## src/rtl/reader_pie_tx.sv

```systemverilog
// reader_pie_tx: reader-side PIE command transmitter.
// Latches a command on start and plays out:
//   delimiter, data-0, RTcal, [TRcal], data bits (MSB first).
// Every symbol is a high phase of (L-PW) cycles followed by a low pulse of
// PW cycles. All outputs are registered from next-state values, so modout
// and busy change on the same edge that moves the FSM.
// Ports:
//   clk, reset     - clock, asynchronous active-high reset
//   start          - begin a frame (accepted in IDLE or on the DONE cycle)
//   preamble       - 1 = include TRcal, 0 = frame-sync
//   trcal[9:0]     - TRcal length in clk cycles
//   nbits[6:0]     - data bit count, clamped to MAXBITS
//   din[MAXBITS-1:0] - command bits, din[nbits-1] sent first
//   modout         - 1 = carrier on, 0 = low pulse
//   busy           - frame in progress
//   done           - one-cycle pulse at frame end
module reader_pie_tx #(
    parameter int TARI    = 16,
    parameter int PW      = 8,
    parameter int DELIM   = 12,
    parameter int MAXBITS = 64
) (
    input  logic               clk,
    input  logic               reset,
    input  logic               start,
    input  logic               preamble,
    input  logic [9:0]         trcal,
    input  logic [6:0]         nbits,
    input  logic [MAXBITS-1:0] din,
    output logic               modout,
    output logic               busy,
    output logic               done
);
    localparam int IDX_W = (MAXBITS > 1) ? $clog2(MAXBITS) : 1;
    localparam logic [11:0] HI_D0   = 12'(TARI - PW);
    localparam logic [11:0] HI_D1   = 12'(2 * TARI - PW);
    localparam logic [11:0] HI_RT   = 12'(3 * TARI - PW);
    localparam logic [11:0] PW_C    = 12'(PW);
    localparam logic [11:0] DELIM_C = 12'(DELIM);
    localparam logic [6:0]  MAXB_C  = 7'(MAXBITS);

    typedef enum logic [2:0] {
        S_IDLE, S_DELIM, S_SYNC0, S_RTCAL, S_TRCAL, S_DATA, S_DONE
    } state_t;

    state_t             state, nxt_state;
    logic               low_q, nxt_low;      // 1 = in low phase (or delimiter)
    logic [11:0]        cnt_q, nxt_cnt;      // cycles left in current phase
    logic [IDX_W-1:0]   idx_q, nxt_idx;      // current data bit index
    logic               pre_q;
    logic [9:0]         trcal_q;
    logic [6:0]         nbits_q;
    logic [MAXBITS-1:0] din_q;
    logic               latch, enter;
    logic [11:0]        trcal_hi, sym_hi;

    // An illegal trcal<=PW collapses TRcal to a bare low pulse.
    assign trcal_hi = ({2'b00, trcal_q} > PW_C) ? ({2'b00, trcal_q} - PW_C) : 12'd0;

    always_comb begin
        nxt_state = state;
        nxt_low   = low_q;
        nxt_cnt   = cnt_q - 12'd1;
        nxt_idx   = idx_q;
        latch     = 1'b0;
        enter     = 1'b0;
        sym_hi    = HI_D0;

        case (state)
            S_IDLE, S_DONE: begin
                // DONE also accepts start so back-to-back frames have only
                // the single DONE cycle of carrier between them.
                nxt_low = 1'b0;
                nxt_cnt = 12'd0;
                if (start) begin
                    nxt_state = S_DELIM;
                    nxt_low   = 1'b1;
                    nxt_cnt   = DELIM_C;
                    latch     = 1'b1;
                end else begin
                    nxt_state = S_IDLE;
                end
            end
            S_DELIM: begin
                if (cnt_q == 12'd1) begin
                    nxt_state = S_SYNC0;
                    enter     = 1'b1;
                end
            end
            default: begin
                if (cnt_q == 12'd1) begin
                    if (!low_q) begin
                        nxt_low = 1'b1;
                        nxt_cnt = PW_C;
                    end else if (state == S_SYNC0) begin
                        nxt_state = S_RTCAL;
                        enter     = 1'b1;
                    end else if (state == S_RTCAL && pre_q) begin
                        nxt_state = S_TRCAL;
                        enter     = 1'b1;
                    end else if (state == S_RTCAL || state == S_TRCAL) begin
                        if (nbits_q == 7'd0) begin
                            nxt_state = S_DONE;
                        end else begin
                            nxt_state = S_DATA;
                            nxt_idx   = IDX_W'(nbits_q - 7'd1);
                            enter     = 1'b1;
                        end
                    end else if (idx_q == '0) begin
                        nxt_state = S_DONE;
                    end else begin
                        nxt_idx = idx_q - IDX_W'(1);
                        enter   = 1'b1;
                    end
                end
            end
        endcase

        case (nxt_state)
            S_SYNC0: sym_hi = HI_D0;
            S_RTCAL: sym_hi = HI_RT;
            S_TRCAL: sym_hi = trcal_hi;
            default: sym_hi = din_q[nxt_idx] ? HI_D1 : HI_D0;
        endcase

        // Symbol entry: skip a zero-length high phase straight to the pulse.
        if (enter) begin
            if (sym_hi == 12'd0) begin
                nxt_low = 1'b1;
                nxt_cnt = PW_C;
            end else begin
                nxt_low = 1'b0;
                nxt_cnt = sym_hi;
            end
        end

        if (nxt_state == S_DONE) begin
            nxt_low = 1'b0;
            nxt_cnt = 12'd0;
        end
    end

    always_ff @(posedge clk or posedge reset) begin
        if (reset) begin
            state   <= S_IDLE;
            low_q   <= 1'b0;
            cnt_q   <= 12'd0;
            idx_q   <= '0;
            pre_q   <= 1'b0;
            trcal_q <= 10'd0;
            nbits_q <= 7'd0;
            din_q   <= '0;
            modout  <= 1'b1;
            busy    <= 1'b0;
            done    <= 1'b0;
        end else begin
            state <= nxt_state;
            low_q <= nxt_low;
            cnt_q <= nxt_cnt;
            idx_q <= nxt_idx;
            if (latch) begin
                pre_q   <= preamble;
                trcal_q <= trcal;
                nbits_q <= (nbits > MAXB_C) ? MAXB_C : nbits;
                din_q   <= din;
            end
            modout <= ~nxt_low;
            busy   <= (nxt_state != S_IDLE) && (nxt_state != S_DONE);
            done   <= (nxt_state == S_DONE);
        end
    end
endmodule

```

## config.mk

```make
export PLATFORM = sky130hd
export DESIGN_NAME = reader_pie_tx
export DESIGN_NICKNAME = d
export VERILOG_FILES = /design/src/rtl/reader_pie_tx.sv
export SDC_FILE = /design/constraint.sdc
export NUM_CORES = 1
export LEC_CHECK = 0
export ABC_AREA = 1
export BUFFER_PORTS_ARGS = -buffer_cell sky130_fd_sc_hd__buf_2
export CAP_MARGIN = 20
export CORE_MARGIN = 2
export CORE_UTILIZATION = 40
export CTS_CLUSTER_DIAMETER = 150
export DETAILED_ROUTE_END_ITERATION = 10
export SKIP_LAST_GASP = 1
export SYNTH_ARGS = -nofsm -noshare
export SYNTH_HDL_FRONTEND = slang
export SYNTH_SLANG_ARGS = --single-unit
```

## constraint.sdc

```tcl
create_clock -name clk -period 8.3 [get_ports clk]
set_input_delay 1.66 -clock clk [delete_from_list [all_inputs] [get_ports clk]]
set_output_delay 1.66 -clock clk [all_outputs]
set_load 0.03 [all_outputs]
```

==> reports/results.txt, run 1 <==
Sink Count -> 107
Cell Area, Synth -> 6060 um^2
clock network power share -> 42.8%
register area share after synthesis -> 44.2%
critical path class -> input port to register
FP Rows -> 44
Int Pwr -> 0.744 mW
Crit. End Element -> register
Worst-Margin Slew -> 0.641 ns
count of pins over their slew limit -> 0
total die area -> 16100 um^2
Gate Count Post-Synth -> 815
period utilization -> 43.7%
FF+latch area -> 2680 um^2
gr usage total -> 19.8%
dpl ws -> 4.28 ns
crit path time final -> 3.63 ns
Worst slew margin -> 57.2%
Hold WC Path Type -> register to register
residual DRC count -> 0
setup bufs post-CTS -> 0
Clk Latency, worst-skew pair -> 0.36 ns
H-tree depth -> 3
f_max -> 276 MHz
CP max FO -> 14
final worst slack -> 4.67 ns
Net Sw Frac -> 23.1%
Post-synth EDFFs -> 0
count of final hold-check violations -> 0
critical-path cell list -> buf_2, nand3_2, clkinv_2, a21oi_1, nand2_2, nor3_2, nand2_1, or2_2, nand2_1, nand2_1, nand3_2, inv_2
CP max-delay cell -> nor3_2
worst-case vdd ir drop -> 0.000107 V
CTS tree -> done
Initial Utilization -> 41.4%
DR WL/cell -> 14.1 um
GRT overflow -> 0
Comb pwr share -> 3.4%
MaxCap Viol Count -> 0
final WL -> 15.2 mm
drt pass-1 iters -> 5
HPWL Detailed -> 10.7 mm
vias in the first global route -> 5164
ys flop type -> dfrtp_1
IO buf count -> 87
Final GP Congestion -> 0.842
detailed-route via count -> 5280
global-route wire length before repair -> 25.6 mm
Clock Root Buffer -> clkbuf_16
Final ANT Viol Nets -> 0
core area -> 14600 um^2
Synth Area per Inst -> 7.44 um^2
Starting DRT DRC Count -> 442
Fin Hold WS -> 0.481 ns
RSZ-0062 raised after global routing -> false
CTS clk-pin slew, worst paths -> 0.07 ns
Final setup viols -> 0
diode count -> 0
setup TNS -> 0 ns
CTS Hold Bufs -> 0
clk buf depth -> 2
crit path launch type -> input port
largest net degree at the start of global routing -> 139
synthesis-to-finish area growth -> 14.1%
crit path DAT -> 3.88 ns
Leak -> 3.46 nW
FF+latch count, synth -> 107
Layout Skew -> 0.00998 ns
CTS resizes -> 0
Sw Pwr -> 0.223 mW
Worst path most repeated cell -> nand2_1
slowest stage delay, CP -> 0.52 ns
filler cell count in the final layout -> 1537
die width -> 127 um
Flop pwr share -> 53.8%
Req. time, crit path -> 8.56 ns
vias per cell -> 4.91
status -> completed
Die Height -> 127 um
initial antenna violation count -> 0
YS warnings -> 0
post-synthesis async set-or-reset flop share -> 100%
io pins -> 88
CTS Buf Count -> 9
Cell Pwr Density -> 140 nW/um^2
multi-input logic area -> 2770 um^2
ratio of cells with drive above 1 in the final layout -> 17.2%
Final Power -> 0.967 mW
Layout Nets -> 976
Yosys cell types -> 45
Synth Net Count -> 905
## routing by layer
layer	vias up	routed length [um]	track usage, %
li1	2757	-	-
met1	2398	7510	27.7
met2	111	6890	31.6
met3	14	564	3.98
met4	0	216	5.56
met5	-	0	0
## area by class of cell
cell class | instances | area share (%)
Tap cell | 184 | 3.33
Clock buffer | 10 | 3.31
Inverter | 118 | 6.53
Timing Repair Buffer | 92 | 7.31
Clock inverter | 6 | 0.724
Multi-Input combinational cell | 558 | 40.0
Sequential cell | 107 | 38.8
## power by group through the flow
stage               Sequential, mW  Clock [mW]  Combinational (mW)
detailed placement           0.531           0              0.0326
floorplan                    0.531           0             0.00756
global placement             0.531           0              0.0326
CTS                          0.521       0.427              0.0326
finish                       0.521       0.414              0.0329
global route                 0.521       0.446              0.0374
## final timing paths
check	from	end	slack (ns)	depth (start not counted)
setup / recovery	start	low_q$_DFF_PP0_	4.67	12
hold / removal	din_q[56]$_DFFE_PP0P_	din_q[56]$_DFFE_PP0P_	0.48	2
setup reg to reg	state[1]$_DFF_PP0_	low_q$_DFF_PP0_	4.82	19
hold reg to reg	din_q[56]$_DFFE_PP0P_	din_q[56]$_DFFE_PP0P_	0.48	2
max in group asynchronous	reset	modout$_DFF_PP1_	6.09	4
min in group asynchronous	reset	din_q[61]$_DFFE_PP0P_	1.28	2
## cell usage in the layout (no fill, tap or decap), types with 3 or more instances in the layout
cell and instances:
a21oi_2 3, xnor2_1 4, inv_1 106, a21oi_1 21, buf_2 87, a211oi_1 5, ha_1 5, inv_4 3
clkbuf_16 9, nor3_1 9, o21ai_0 87, nand2_4 3, nand3_1 112, or2_2 3, inv_2 8, nand2_2 6
nor3_2 3, nor2_2 5, o21bai_1 3, o21ai_1 3, buf_4 3, xor2_1 8, dfrtp_1 106, nand2_1 202
nor2_1 47, clkinv_2 3, o211ai_1 3, nand3b_1 5
## worst max-delay path: cells and delay by family
family / cells / cell delay (ns)
AO/OA/AOI/OAI: 1 / 0.20
buffers and inverters: 3 / 0.36
AND/OR/NAND/NOR: 8 / 1.65
## kinds of logic after synthesis
logic type | after synthesis | synth area share, %
DFF | 107 | 44.2
buffers and inverters | 150 | 10.1
xor gates and xnor gates | 12 | 1.73
and+or+nand+nor | 405 | 30.5
AOI/OAI and AO/OA | 136 | 12.5
adders and majority gates | 5 | 1.03
## cell usage after synthesis (all sizes together) (2+ instances only)
library cell	instances	share of area, %
buf	14	1.6
clkbuf	18	1.1
a211oi	5	0.62
or2	3	0.31
a21oi	24	2.2
o211ai	3	0.37
nand3b	5	0.62
nand3	116	10
nor2	55	4.1
nand2	211	14
xor2	8	1.2
a31oi	2	0.21
nor3	12	1.2
o21bai	3	0.37
xnor2	4	0.58
dfrtp	106	44
ha	5	1.0
o21ai	92	7.7
o22ai	2	0.21
inv	118	7.4
## stage by stage
step                cells  utilization, %  cell area, um^2
detailed placement   1057            45.0             6590
global route         1075            47.2             6910
finish               1075            47.2             6910
floorplan             815               -             6060
global placement     1057            45.0             6590
CTS                  1073            46.9             6870
## flip-flops by register name (all words and copies together) (netlist names)
register / count
idx_q: 6
state: 3
trcal_q: 10
pre_q: 1
nbits_q: 7
low_q: 1
modout: 1
done: 1
busy: 1
din_q: 64
cnt_q: 12
No activity file was read; power rests on OpenSTA's default activity.
==> inputs of run 2 (changes only) <==
- clock period: 8.3 -> 3.2 ns (I/O delays scaled with it)
==> reports/results.txt, run 2 (synthesis results as in run 1) <==
RSZ-0062 raised after global routing -> false
CTS clk-pin slew, worst paths -> 0.07 ns
residual DRC count -> 0
worst-case vdd ir drop -> 0.000295 V
CTS Hold Bufs -> 0
io pins -> 88
largest reg by FF count -> din_q
Sink Count -> 107
HPWL Detailed -> 11.1 mm
final WL -> 15.1 mm
Clock Root Buffer -> clkbuf_16
drt pass-1 iters -> 5
Crit. End Element -> register
Leak -> 3.50 nW
core area -> 14600 um^2
MaxCap Viol Count -> 0
crit path launch -> state[1]$_DFF_PP0_
detailed-route via count -> 5384
Worst-Margin Slew -> 0.861 ns
global-route wire length before repair -> 26.0 mm
DR WL/cell -> 13.9 um
die width -> 127 um
crit path time final -> 2.77 ns
Final ANT Viol Nets -> 0
critical-path cell list -> inv_1, o21ai_4, nand2_2, nor2_8, nand2_1, nand2_1, nand2_4, inv_4, nand3_1, nand3_1, nand3_1, nand3_1, nand3_1, nand2_1, nand2_1, nand2_1, nand2_1, a21oi_1
Final GP Congestion -> 0.893
ratio of cells with drive above 1 in the final layout -> 18.0%
synthesis-to-finish area growth -> 15.9%
IO buf count -> 87
Worst path most repeated cell -> nand2_1
CTS resizes -> 0
cell family with most CP delay -> simple AND/OR/NAND/NOR gates
setup bufs post-CTS -> 0
FP Rows -> 44
vias per cell -> 4.99
f_max -> 362 MHz
largest registers -> din_q (64), cnt_q (12), trcal_q (10)
Initial Utilization -> 41.4%
count of final hold-check violations -> 0
Clk Latency, worst-skew pair -> 0.36 ns
Cell Pwr Density -> 372 nW/um^2
Fin Hold WS -> 0.447 ns
diode count -> 0
initial antenna violation count -> 0
clk buf depth -> 2
Layout Nets -> 981
Final setup viols -> 0
crit path DAT -> 3.05 ns
slowest stage delay, CP -> 0.44 ns
Hold WC Path Type -> input port to async pin
setup TNS -> 0 ns
most frequent cells in the layout -> nand2_1, nand3_1, inv_1, dfrtp_1
period utilization -> 86.4%
CP max FO -> 17
max reg flops -> 64
GRT overflow -> 0
Layout Skew -> 0.00883 ns
status -> completed
Die Height -> 127 um
CTS Buf Count -> 9
count of pins over their slew limit -> 0
commonest non-fill, non-tap cell in the layout -> nand2_1
RR Startpoint -> state[1]$_DFF_PP0_
H-tree depth -> 3
gr usage total -> 20.0%
CTS tree -> done
vias in the first global route -> 5355
crit path launch type -> register
critical path buffer and inverter count -> 2
CP max-delay cell -> dfrtp_1
largest net degree at the start of global routing -> 148
Req. time, crit path -> 3.48 ns
Worst slew margin -> 42.5%
critical path class -> register to register
total die area -> 16100 um^2
Starting DRT DRC Count -> 392
## run 2: power by group
| part | switching (mW) | total (mW) | internal, mW |
|---|---|---|---|
| Sequential | 0 | 1.35 | 1.35 |
| Clock | 0.548 | 1.18 | 0.627 |
| Combinational | 0.0422 | 0.0834 | 0.0412 |
| Total | 0.591 | 2.61 | 2.02 |
## run 2: metal layers
| layer | vias up | GRT usage [%] | routed length (um) |
|---|---|---|---|
| li1 | 2769 | - | - |
| met1 | 2491 | 27.9 | 7280 |
| met2 | 110 | 32.2 | 6930 |
| met3 | 14 | 4.31 | 679 |
| met4 | 0 | 4.65 | 175 |
| met5 | - | 0 | 0 |
## run 2: layout make-up
class / count / area [um^2]
clock buffer: 10 / 229
clock inverter: 6 / 81.3
fill: 1502 / 7620
inverter: 118 / 453
multi-input combinational: 558 / 2800
sequential: 107 / 2680
tap: 184 / 230
timing repair buffer: 97 / 552
## run 2: worst reg2reg max path: cells and delay by family, from the launching register on
| family | cells | cell delay, ns |
|---|---|---|
| AO/OA/AOI/OAI | 2 | 0.47 |
| buffers and inverters | 2 | 0.34 |
| flip-flops | 1 | 0.44 |
| AND/OR/NAND/NOR | 14 | 1.47 |
## run 2: final timing paths
check                                          to  slack (ns)  depth (start not counted)
setup / recovery               cnt_q[4]$_DFF_PP0_        0.43                         18
hold / removal             nbits_q[0]$_DFFE_PP0P_        0.45                          2
setup reg to reg               cnt_q[4]$_DFF_PP0_        0.43                         18
hold reg to reg             din_q[12]$_DFFE_PP0P_        0.47                          2
max in group asynchronous   din_q[38]$_DFFE_PP0P_        2.05                          3
min in group clk            din_q[12]$_DFFE_PP0P_        0.47                          2
## run 2: stage by stage
step,util (%),setup slack (ns),instances,instance area [um^2],total power [mW]
finish,47.9,0.434,1080,7020,2.61
global route,47.9,0.0242,1080,7020,2.70
CTS,47.7,0.289,1080,6990,2.64
detailed placement,45.6,0.331,1064,6680,1.46
global placement,45.6,0.354,1064,6680,1.46
floorplan,-,0.762,815,6060,1.40
